### config.mk
export PLATFORM = sky130hd
export DESIGN_NAME = hist_eq_sequencer
export DESIGN_NICKNAME = d
export VERILOG_FILES = /design/src/rtl/hist_eq_pkg.sv /design/src/rtl/hist_eq_phase_watchdog.sv /design/src/rtl/hist_eq_sequencer.sv
export SDC_FILE = /design/constraint.sdc
export NUM_CORES = 1
export LEC_CHECK = 0
export ABC_AREA = 1
export ABC_CLOCK_PERIOD_IN_PS = 3900
export CORE_AREA = 4 4 73 108
export DETAILED_ROUTE_END_ITERATION = 12
export DIE_AREA = 0 0 77 112
export PLACE_DENSITY = 0.7
export SETUP_SLACK_MARGIN = 0.05
export SLEW_MARGIN = 0
export SYNTH_ARGS = -nofsm -noshare
export SYNTH_HDL_FRONTEND = slang
export SYNTH_HIERARCHICAL = 1
export SYNTH_SLANG_ARGS = --single-unit
### constraint.sdc
create_clock -name clk -period 3.9 [get_ports clk]
set_input_delay 0.585 -clock clk [delete_from_list [all_inputs] [get_ports clk]]
set_output_delay 0.585 -clock clk [all_outputs]
set_load 0.02 [all_outputs]
### src/rtl/hist_eq_pkg.sv
// rtl/hist_eq_pkg.sv - shared state/phase codes for the histogram-equalization sequencer
package hist_eq_pkg;

  typedef enum logic [2:0] {
    ST_IDLE = 3'd0,
    ST_HIST = 3'd1,
    ST_GAP1 = 3'd2,
    ST_CDF  = 3'd3,
    ST_GAP2 = 3'd4,
    ST_DIV  = 3'd5,
    ST_FIN  = 3'd6,
    ST_ERR  = 3'd7
  } state_e;

  localparam logic [1:0] PH_NONE = 2'd0;
  localparam logic [1:0] PH_HIST = 2'd1;
  localparam logic [1:0] PH_CDF  = 2'd2;
  localparam logic [1:0] PH_DIV  = 2'd3;

  localparam int DEFAULT_TIMEOUT = 65536;

endpackage

### src/rtl/hist_eq_phase_watchdog.sv
// rtl/hist_eq_phase_watchdog.sv - per-phase cycle counter with registered terminal flag
module phase_watchdog
  import hist_eq_pkg::*;
#(
  parameter int TIMEOUT = DEFAULT_TIMEOUT,
  parameter int TMO_W   = 17
) (
  input  logic clk,
  input  logic reset,
  input  logic clear_i,
  input  logic en_i,
  output logic expired_o
);

  localparam logic [TMO_W-1:0] TERM = TMO_W'(TIMEOUT - 1);

  logic [TMO_W-1:0] count_q, count_d;
  logic             expired_q;

  always_comb begin
    count_d = count_q;
    if (clear_i)   count_d = '0;
    else if (en_i) count_d = count_q + TMO_W'(1);
  end

  // Flag is computed from the next count so it is high on the cycle the count sits at TERM.
  always_ff @(posedge clk or posedge reset) begin
    if (reset) begin
      count_q   <= '0;
      expired_q <= 1'b0;
    end else begin
      count_q   <= count_d;
      expired_q <= !clear_i && (count_d == TERM);
    end
  end

  assign expired_o = expired_q;

endmodule

### src/rtl/hist_eq_sequencer.sv
// rtl/hist_eq_sequencer.sv - HIST -> CDF -> DIV phase sequencer with guard gaps,
// watchdog timeout and frame counting
module hist_eq_sequencer
  import hist_eq_pkg::*;
#(
  parameter int TIMEOUT = DEFAULT_TIMEOUT,
  parameter int TMO_W   = 17,
  parameter int FRAME_W = 16
) (
  input  logic               clk,
  input  logic               reset,
  input  logic               start,
  input  logic               abort,
  input  logic               hist_done,
  input  logic               cdf_done,
  input  logic               div_done,
  output logic               histogram_en,
  output logic               cdf_en,
  output logic               divider_en,
  output logic               hist_start,
  output logic               cdf_start,
  output logic               div_start,
  output logic               busy,
  output logic               frame_done,
  output logic               error,
  output logic [1:0]         err_phase,
  output logic [2:0]         state,
  output logic [FRAME_W-1:0] frame_count
);

  state_e             state_q;
  logic               hist_start_q, cdf_start_q, div_start_q;
  logic               error_q;
  logic [1:0]         err_phase_q;
  logic [FRAME_W-1:0] frame_count_q;
  logic               in_phase, expired;

  assign in_phase = (state_q == ST_HIST) || (state_q == ST_CDF) || (state_q == ST_DIV);

  phase_watchdog #(.TIMEOUT(TIMEOUT), .TMO_W(TMO_W)) u_watchdog (
    .clk      (clk),
    .reset    (reset),
    .clear_i  (!in_phase),
    .en_i     (in_phase),
    .expired_o(expired)
  );

  always_ff @(posedge clk or posedge reset) begin
    if (reset) begin
      state_q       <= ST_IDLE;
      hist_start_q  <= 1'b0;
      cdf_start_q   <= 1'b0;
      div_start_q   <= 1'b0;
      error_q       <= 1'b0;
      err_phase_q   <= PH_NONE;
      frame_count_q <= '0;
    end else begin
      hist_start_q <= 1'b0;
      cdf_start_q  <= 1'b0;
      div_start_q  <= 1'b0;
      if (state_q == ST_FIN) frame_count_q <= frame_count_q + FRAME_W'(1);
      // error is only ever set while parked in ERR, so clearing it on any abort is safe
      if (abort) begin
        state_q     <= ST_IDLE;
        error_q     <= 1'b0;
        err_phase_q <= PH_NONE;
      end else begin
        case (state_q)
          ST_IDLE, ST_ERR: if (start) begin
            state_q      <= ST_HIST;
            hist_start_q <= 1'b1;
            error_q      <= 1'b0;
            err_phase_q  <= PH_NONE;
          end
          ST_HIST: if (hist_done) state_q <= ST_GAP1;
                   else if (expired) begin
                     state_q     <= ST_ERR;
                     error_q     <= 1'b1;
                     err_phase_q <= PH_HIST;
                   end
          ST_GAP1: begin
            state_q     <= ST_CDF;
            cdf_start_q <= 1'b1;
          end
          ST_CDF: if (cdf_done) state_q <= ST_GAP2;
                  else if (expired) begin
                    state_q     <= ST_ERR;
                    error_q     <= 1'b1;
                    err_phase_q <= PH_CDF;
                  end
          ST_GAP2: begin
            state_q     <= ST_DIV;
            div_start_q <= 1'b1;
          end
          ST_DIV: if (div_done) state_q <= ST_FIN;
                  else if (expired) begin
                    state_q     <= ST_ERR;
                    error_q     <= 1'b1;
                    err_phase_q <= PH_DIV;
                  end
          ST_FIN: state_q <= ST_IDLE;
        endcase
      end
    end
  end

  assign histogram_en = (state_q == ST_HIST);
  assign cdf_en       = (state_q == ST_CDF);
  assign divider_en   = (state_q == ST_DIV);
  assign hist_start   = hist_start_q;
  assign cdf_start    = cdf_start_q;
  assign div_start    = div_start_q;
  assign busy         = (state_q != ST_IDLE) && (state_q != ST_ERR);
  assign frame_done   = (state_q == ST_FIN);
  assign error        = error_q;
  assign err_phase    = err_phase_q;
  assign state        = state_q;
  assign frame_count  = frame_count_q;

endmodule

==> summary.txt <==
Outcome - finished clean
CP Data Arrival Time - 2060 ps
Final min period - 2640 ps
Gr ovfl total - 0
Core area - 6900 µm²
DRT antenna net count - 0
Clk Latency, worst-skew pair - 290 ps
M2 GR Usage - 0.288
Post-layout instance area - 3220 µm²
CTS tree - done
Die width - 77 µm
Grt peak-use layer - met2
Worst-Margin Slew - 973 ps
Share of layout cells above drive strength 1 - 0.118
Power Density - 307 nW/µm²
CP required - 3310 ps
Routability congestion estimate - 0.891
Detailed Route WL - 6120 µm
TritonCTS Buffers - 5
I/O pin count - 37
Period utilisation layout - 0.677
Total Routing Usage GR - 0.149
Number of port buffers - 36
CTS Root Cell - clkbuf_8
Max Fanout on Critical Path - 14
Clk pin slew, worst setup/hold paths - 70 ps
Vias in the first global route - 2360
Met3 Use GR - 0.0243
Post_cts resized - 0
Fill cells - 675
GR Util met1 - 0.157
Critical path class - register to output pin
Synth Register Bits - 43
Post-synth net total - 378
Chip height - 112 µm
Unrepaired setup endpoints after global routing - no
Via count - 2455
Mapped Cells - 369
CP startpoint kind - register
Pins Over Slew Limit - 0
Area Growth Syn to Fin - 18.8%
Sequential Area - 1080 µm²
Initial DRC count - 235
Detailed placer's ending HPWL - 4790 µm
Max-Cap Viols - 0
Mapped Area - 2720 µm²
Worst Skew - 11.0 ps
Worst rel slew slack - 0.351
Final antenna diode count - 0
Hold/Removal Path Class - register to register
CTS sink cnt - 43
# Post-CTS Setup Buffers - 0
First-pass GRT wire length - 10600 µm
Post-synthesis sequential area ratio - 0.396
DRC violations left - 0
Fmax - 0.379 GHz
DR pass1 iterations - 4
Synth unique cells - 33
WHS Path Cells - 2
Syn avg cell area - 7.36 µm²
# H-tree levels - 2
Hold_ws - 488 ps
Wirelength per Cell - 12.7 µm
Starting Density - 0.394
Critical path capture point type - output pin
Final Setup Violations - 0
Largest net degree at the start of global routing - 26
Hold buffer count at cts - 0
Nets - 415
Vias per inst - 5.07
Multi-input gate area - 1380 µm²
Setup TNS - 0 ps
Initial antenna violation count - 0
Worst r2r path cells - 13
Clk buf depth - 2
Row count - 37
Max IR drop VDD - 0.131 mV
DP Area - 3120 µm²
Synth warnings - 6
Lkg Pwr - 1.59 nW
Die ar. - 8620 µm²
Final hold vios - 0
synth_stat cells (all sizes together):
library cell,count,area share
clkinv,1,0.0018
xnor2,7,0.025
a31o,1,0.0032
nor3b,1,0.0028
nor3,2,0.0078
nand3b,2,0.0055
nand3,38,0.078
ha,2,0.0092
nor4,2,0.0046
nand2,115,0.17
o21ai,9,0.018
dfrtp,43,0.40
nor2,60,0.12
a21oi,10,0.018
buf,6,0.019
inv,53,0.073
o211ai,2,0.0055
xor2,5,0.016
nand4,10,0.023
registers in the layout, summed over array words and instances (netlist names):
signal and flops:
u_watchdog/expired_o 1, u_watchdog/count_q 17, error 1, cdf_start 1, state 3, frame_count 16
div_start 1, hist_start 1, err_phase 2
worst max-delay path: stages (launching register included):
cell and delay (ps):
dfrtp_1 700, nand3_4 250, inv_2 190, clkdlybuf4s50_1 620
where the power goes:
group          switching, W  total [W]  leakage (nW)  internal (W)
clock              0.000146   0.000334        0.0513      0.000188
sequential        0.0000246   0.000484         0.596      0.000459
combinational      0.000108   0.000171         0.941     0.0000631
total              0.000278   0.000989          1.59      0.000710
routing by layer:
layer  vias up  share of wire
met2        57           0.54
met1      1160           0.39
li1       1223              -
met4         0          0.026
met5         -              0
met3        15          0.038
cell families (layout without fill, tap and decap cells):
kind of cell | count (synthesis) | count (layout) | synth area share
buffers and inverters | 60 | 97 | 0.0940
xor gates and xnor gates | 12 | 12 | 0.0415
DFF | 43 | 43 | 0.396
AOI/OAI and AO/OA | 22 | 22 | 0.0452
adders and majority gates | 2 | 2 | 0.00922
and+or+nand+nor | 230 | 230 | 0.414
stage by stage:
stage / total power, W / cells / utilization / setup WS, ps
after CTS: 0.00100 / 484 / 0.467 / 1260
after global placement: 0.000660 / 477 / 0.453 / 1410
after global routing: 0.00104 / 484 / 0.467 / 993
after floorplan: 0.000611 / 369 / - / 1990
final: 0.000989 / 484 / 0.467 / 1260
after detailed placement: 0.000665 / 477 / 0.453 / 1330
layout make-up:
class	instances	area share
inverter	54	0.0633
tap	78	0.0303
sequential	43	0.334
clock inverter	1	0.00931
timing repair buffer	36	0.112
multi-input combinational	266	0.429
clock buffer	6	0.0225
cells in the final DEF (no fill, tap or decap), types with 2 or more instances in the layout:
cell type        netlist  final
o21ai_0                3      3
nand2_2               13     13
a21oi_1               10     10
nand3b_1               2      2
xnor2_1                6      6
nor2_4                 6      6
clkdlybuf4s50_1        0     36
ha_1                   2      2
nor2_2                 7      7
nand3_1               35     35
o211ai_1               2      2
nand3_2                2      2
nand4_1               10     10
nor2_1                45     45
clkbuf_8               0      5
inv_1                 47     47
o21ai_1                5      5
nand2_1              101    101
nor4_1                 2      2
nor2_8                 2      2
dfrtp_1               43     43
xor2_1                 5      5
inv_2                  6      6
path summary, 6_finish.rpt:
check	start	to	slack, ps
hold reg to reg	err_phase[0]	err_phase[0]	490
hold / removal	err_phase[0]	err_phase[0]	490
setup reg to reg	state[2]	u_watchdog/expired_o	1290
min in group asynchronous	reset	u_watchdog/expired_o	740
max in group asynchronous	reset	cdf_start	2450
setup / recovery	state[2]	frame_done	1260
Note: power is estimated with default switching activity, not from simulation.
